### src/rtl/usb_rx_pkg.sv
// Shared types for the USB receive path: RX status codes and receive-buffer FSM states.
package usb_rx_pkg;

   typedef enum logic [2:0] {
      RX_NONE  = 3'd0,
      RX_IN    = 3'd1,
      RX_OUT   = 3'd2,
      RX_DATA  = 3'd3,
      RX_ACK   = 3'd4,
      RX_NAK   = 3'd5,
      RX_STALL = 3'd6,
      RX_ERR   = 3'd7
   } rx_pkt_t;

   typedef enum logic [2:0] {
      IDLE     = 3'd0,
      RECV     = 3'd1,
      COMMIT   = 3'd2,
      ROLLBACK = 3'd3,
      DISCARD  = 3'd4
   } buf_state_t;

endpackage

### src/rtl/usb_rx_buffer_ram.sv
// DEPTH x 8 byte store for the receive buffer: one synchronous write port, one asynchronous read port.
module usb_rx_buffer_ram #(
   parameter  int unsigned DEPTH = 64,
   localparam int unsigned AW    = $clog2(DEPTH)
) (
   input  logic          clk,
   input  logic          rst,
   input  logic          we,
   input  logic [AW-1:0] waddr,
   input  logic [7:0]    wdata,
   input  logic [AW-1:0] raddr,
   output logic [7:0]    rdata
);

   logic [7:0] mem [DEPTH];

   // Cleared on reset so the fall-through head byte reads 8'h00 out of reset.
   always_ff @(posedge clk) begin
      if (rst) begin
         for (int unsigned i = 0; i < DEPTH; i++) begin
            mem[i] <= '0;
         end
      end else if (we) begin
         mem[waddr] <= wdata;
      end
   end

   assign rdata = mem[raddr];

endmodule

### src/rtl/usb_rx_data_buffer.sv
// Packet-aware receive FIFO: bytes of a DATA packet become readable only once the packet ends
// cleanly; errored or overflowed packets are rolled back to the last commit point.
module usb_rx_data_buffer
   import usb_rx_pkg::*;
#(
   parameter  int unsigned DEPTH = 64,
   localparam int unsigned PTR_W = $clog2(DEPTH)
) (
   input  logic             clk,
   input  logic             rst,
   input  logic [2:0]       rx_packet,
   input  logic             store_rx_packet_data,
   input  logic [7:0]       rx_packet_data,
   input  logic             get_rx_data,
   input  logic             flush,
   output logic [7:0]       rx_data,
   output logic             rx_data_valid,
   output logic [PTR_W:0]   buffer_occupancy,
   output logic             packet_done,
   output logic             packet_error,
   output logic             overflow,
   output logic             underflow
);

   localparam logic [PTR_W:0] FULL_CNT = DEPTH[PTR_W:0];

   rx_pkt_t     pkt;
   buf_state_t  state;
   logic [PTR_W:0] wr_ptr;
   logic [PTR_W:0] cm_ptr;
   logic [PTR_W:0] rd_ptr;
   logic [PTR_W:0] fill;
   logic [PTR_W:0] occ;
   logic           bad_pkt;
   logic           full;
   logic           in_data;
   logic           accept;
   logic           drop;

   assign pkt     = rx_pkt_t'(rx_packet);
   assign in_data = (pkt == RX_DATA);

   // Full uses the read pointer before any same-cycle pop.
   assign fill    = wr_ptr - rd_ptr;
   assign full    = (fill == FULL_CNT);
   assign occ     = cm_ptr - rd_ptr;

   assign accept  = (state == RECV) && store_rx_packet_data && !full && !flush;
   assign drop    = (state == RECV) && store_rx_packet_data && full;

   assign buffer_occupancy = occ;
   assign rx_data_valid    = (occ != '0);

   usb_rx_buffer_ram #(
      .DEPTH (DEPTH)
   ) u_ram (
      .clk   (clk),
      .rst   (rst),
      .we    (accept),
      .waddr (wr_ptr[PTR_W-1:0]),
      .wdata (rx_packet_data),
      .raddr (rd_ptr[PTR_W-1:0]),
      .rdata (rx_data)
   );

   always_ff @(posedge clk) begin
      if (rst) begin
         state        <= IDLE;
         wr_ptr       <= '0;
         cm_ptr       <= '0;
         rd_ptr       <= '0;
         bad_pkt      <= 1'b0;
         packet_done  <= 1'b0;
         packet_error <= 1'b0;
         overflow     <= 1'b0;
         underflow    <= 1'b0;
      end else if (flush) begin
         state        <= in_data ? DISCARD : IDLE;
         wr_ptr       <= '0;
         cm_ptr       <= '0;
         rd_ptr       <= '0;
         bad_pkt      <= 1'b0;
         packet_done  <= 1'b0;
         packet_error <= 1'b0;
         overflow     <= 1'b0;
         underflow    <= 1'b0;
      end else begin
         packet_done  <= 1'b0;
         packet_error <= 1'b0;

         if (get_rx_data) begin
            if (occ != '0) begin
               rd_ptr <= rd_ptr + 1'b1;
            end else begin
               underflow <= 1'b1;
            end
         end

         unique case (state)
            IDLE: begin
               bad_pkt <= 1'b0;
               if (in_data) begin
                  state <= RECV;
               end
            end

            RECV: begin
               if (accept) begin
                  wr_ptr <= wr_ptr + 1'b1;
               end
               if (drop) begin
                  overflow <= 1'b1;
                  bad_pkt  <= 1'b1;
               end
               // A byte dropped in the exit cycle still poisons the packet.
               if (!in_data) begin
                  if (pkt == RX_ERR || bad_pkt || drop) begin
                     state        <= ROLLBACK;
                     packet_error <= 1'b1;
                  end else begin
                     state       <= COMMIT;
                     packet_done <= 1'b1;
                  end
               end
            end

            COMMIT: begin
               cm_ptr <= wr_ptr;
               state  <= IDLE;
            end

            ROLLBACK: begin
               wr_ptr <= cm_ptr;
               state  <= IDLE;
            end

            DISCARD: begin
               if (!in_data) begin
                  state <= IDLE;
               end
            end

            default: state <= IDLE;
         endcase
      end
   end

endmodule
### config.mk
export PLATFORM = sky130hd
export DESIGN_NAME = usb_rx_data_buffer
export DESIGN_NICKNAME = d
export VERILOG_FILES = /design/src/rtl/usb_rx_pkg.sv /design/src/rtl/usb_rx_buffer_ram.sv /design/src/rtl/usb_rx_data_buffer.sv
export SDC_FILE = /design/constraint.sdc
export NUM_CORES = 1
export LEC_CHECK = 0
export BUFFER_PORTS_ARGS = -buffer_cell sky130_fd_sc_hd__buf_2
export CAP_MARGIN = 40
export CORE_MARGIN = 3
export CORE_UTILIZATION = 36
export CTS_CLUSTER_DIAMETER = 80
export DETAILED_ROUTE_END_ITERATION = 10
export GPL_ROUTABILITY_DRIVEN = 0
export MAX_ROUTING_LAYER = met4
export SLEW_MARGIN = 10
export SYNTH_ARGS = -nofsm -noshare
export SYNTH_HDL_FRONTEND = slang
export SYNTH_SLANG_ARGS = --single-unit
### constraint.sdc
create_clock -name clk -period 6.8 [get_ports clk]
set_input_delay 1.36 -clock clk [delete_from_list [all_inputs] [get_ports clk]]
set_output_delay 1.36 -clock clk [all_outputs]
set_load 0.01 [all_outputs]
==> results_dict.tcl <==
set metrics [dict create \
    maxSlewViolCount 0 \
    critPathArrivalTime_ns 3.75 \
    power_density_nw_per_um2 287 \
    avgSynthCellArea_um2 14.2 \
    cp_common_cell "mux4_2" \
    tritoncts "done" \
    drt-pass1-iter-count 5 \
    grt_pass1_vias 15000 \
    place_ws_ns 2.04 \
    grt_usage 0.187 \
    cts_buffers 58 \
    hold_class "flop to flop" \
    syn_inst 1722 \
    grt_setup_unrepaired "no" \
    syn-num-nets 1753 \
    grt_max_degree 61 \
    worstPathCellList "buf_4 > mux4_2 > mux4_2 > o22ai_1 > nor2_1 > buf_2" \
    cts_repair_resize_count 0 \
    drtAntennaViolNets 0 \
    die_area_um2 71100 \
    finalCritPeriodShare 0.751 \
    period_needed_ns 5.11 \
    area_growth_pct 12.8 \
    cts_setup_buffers 0 \
    crit_type "flop to output port" \
    async_reset_ff_frac 0 \
    crit_required_ns 5.44 \
    clk_latency_ns 0.62 \
    vias 14700 \
    clkPwrFrac 0.401 \
    globalRoute.totalOverflow 0 \
    layout_common_cells "nor2_1 (545), edfxtp_1 (512), mux4_2 (160), nand2_1 (91), clkbuf_16 (59)" \
    drive_above_1_share 0.197 \
    drt_iter0_drc 1769 \
    p_sw_mw 1.85 \
    pin_count 36 \
    switching_share 0.233 \
    grt_pass1_wl_um 96000 \
    crit_path_start_kind "flop" \
    viasPerCell 5.55 \
    hold_slack_ns 0.478 \
    synth-main-ff-cell "edfxtp_1" \
    cts_root_buf "clkbuf_16" \
    fin_setup_tns_ns 0 \
    layout_setup_ws_ns 1.69 \
    clk_pin_slew_worst_paths_ns 0.06 \
    die_h_um 267 \
    critPathMaxStageDelay_ns 0.79 \
    power.leakage_nw 8.61 \
    nNetsFinal 1772 \
    ir_worst_vdd_mv 0.213 \
    hpwl_um 42400 \
    finalHoldViolations 0 \
    synth_edf_count 512 \
    combPwrFrac 0.109 \
    fmax_mhz 196 \
    drv_cap 0 \
    hold_buffers 0 \
    core-area_um2 66600 \
    cts_sinks 547 \
    cp_slowest_cell "dfxtp_4" \
    intPower_mw 6.07 \
    io_buffer_count 35 \
    drc_errors 0 \
    critPathTopFamily "multiplexers" \
    routed_wl_um 63500 \
    seq_area_frac_synth 0.657 \
    die_width_um 267 \
    maxSlewHeadroom 0.366 \
    htree_num_levels 2 \
    cts_buffer_depth 3 \
    path_max_fanout 31 \
    layout_commonest_cell "nor2_1" \
    worst-path-buf-inv 2 \
    skew_ns 0.0275 \
    p_seq_frac 0.490 \
    initial_utilization 0.367 \
    synth_seq_cells 547 \
    rows 94 \
    tightest_slew_ns 0.949 \
    yosysWarnings 0 \
    diodes 0 \
    antenna_found_initial 1 \
    endpoint_kind "output port" \
    finalSetupViolCount 0 \
    syn_area_um2 24500 \
    synthDistinctLibCells 57 \
    drt-wirelength-per-cell_um 24.0 \
    status "finished, final reports clean" \
]
-- flip-flops by register name (all words and copies together), names as in the netlist, named ones only --
register      count
wr_ptr            7
bad_pkt           1
u_ram.mem       512
packet_error      1
rd_ptr            7
overflow          1
cm_ptr            7
packet_done       1
underflow         1
state             3
-- cells in the mapped netlist, types with 2 or more instances --
master / count / area (um^2)
a2111oi_4: 2 / 55.1
a211oi_1: 3 / 22.5
a21boi_1: 2 / 15.0
a21o_1: 10 / 75.1
a21oi_1: 13 / 65.1
a31oi_1: 5 / 31.3
a32oi_1: 2 / 17.5
and3_1: 5 / 31.3
buf_1: 13 / 48.8
buf_2: 41 / 205
clkbuf_1: 74 / 278
dfxtp_1: 35 / 701
edfxtp_1: 512 / 15400
ha_1: 14 / 175
inv_1: 18 / 67.6
mux2i_1: 14 / 140
mux4_2: 160 / 3600
nand2_1: 91 / 342
nand2_2: 6 / 37.5
nand2b_1: 5 / 31.3
nand3_1: 9 / 45.0
nand3_2: 2 / 20.0
nand3b_1: 2 / 15.0
nand4_1: 4 / 25.0
nor2_1: 545 / 2050
nor2b_1: 4 / 25.0
nor3_1: 10 / 50.1
nor3b_1: 2 / 15.0
o211ai_1: 2 / 15.0
o21ai_0: 6 / 30.0
o21bai_1: 56 / 420
o22ai_1: 16 / 100
o31ai_1: 2 / 15.0
or2_2: 3 / 18.8
or3_1: 7 / 43.8
or4_1: 2 / 15.0
xnor2_1: 3 / 26.3
xor2_1: 3 / 26.3
-- cell type report --
class / count / area (um^2)
Inverter: 19 / 71.3
Multi-Input combinational cell: 1028 / 7790
Sequential cell: 547 / 16100
Timing Repair Buffer: 87 / 653
Clock buffer: 64 / 1500
Fill cell: 6035 / 39000
Clock inverter: 42 / 402
Tap cell: 864 / 1080
-- path summary, 6_finish.rpt --
| kind | start | to | slack [ns] | cells after the start |
|---|---|---|---|---|
| hold / removal | rd_ptr[5] | rd_ptr[5] | 0.48 | 2 |
| hold reg to reg | rd_ptr[5] | rd_ptr[5] | 0.48 | 2 |
| setup / recovery | flop | rx_data[4] | 1.69 | 6 |
| setup reg to reg | wr_ptr[5] | u_ram.mem[6][7] | 2.29 | 8 |
-- power groups by stage --
| stage | combinational (mW) | clock [mW] | sequential (mW) |
|---|---|---|---|
| after CTS | 0.885 | 3.21 | 3.88 |
| after floorplan | 0.648 | 0 | 3.89 |
| after global routing | 0.929 | 3.35 | 3.90 |
| after detailed placement | 0.882 | 0 | 3.95 |
| final | 0.866 | 3.17 | 3.88 |
| after global placement | 0.863 | 0 | 3.95 |
-- worst reg2reg max path: cells and delay by family, from the launching register on --
| family | cells | cell delay, ns |
|---|---|---|
| AND/OR/NAND/NOR | 2 | 0.91 |
| buffers and inverters | 1 | 0.53 |
| adder cells (fa/ha/maj) | 1 | 0.37 |
| flip-flops | 1 | 0.72 |
| AO/OA/AOI/OAI | 4 | 1.59 |
-- stage by stage --
| step | total power [mW] | utilization | instances | instance area [um^2] |
|---|---|---|---|---|
| final | 7.92 | 0.414 | 2651 | 27600 |
| after global routing | 8.17 | 0.414 | 2651 | 27600 |
| after CTS | 7.97 | 0.414 | 2649 | 27600 |
| after detailed placement | 4.83 | 0.386 | 2543 | 25700 |
| after global placement | 4.81 | 0.382 | 2523 | 25500 |
| after floorplan | 4.54 | - | 1722 | 24500 |
-- cells by family after synthesis --
family,share of synthesized area
AOI/OAI and AO/OA,0.0404
xor gates and xnor gates,0.00215
adders and majority gates,0.00798
buffers and inverters,0.0247
DFF,0.657
muxes,0.153
and+or+nand+nor,0.114
-- layer usage --
layer | GRT usage | wire length (um)
met2 | 0.293 | 30400
met5 | - | 0
met4 | 0.0574 | 1810
met3 | 0.0285 | 4760
met1 | 0.253 | 26500
(Power assumes the default switching activity.)
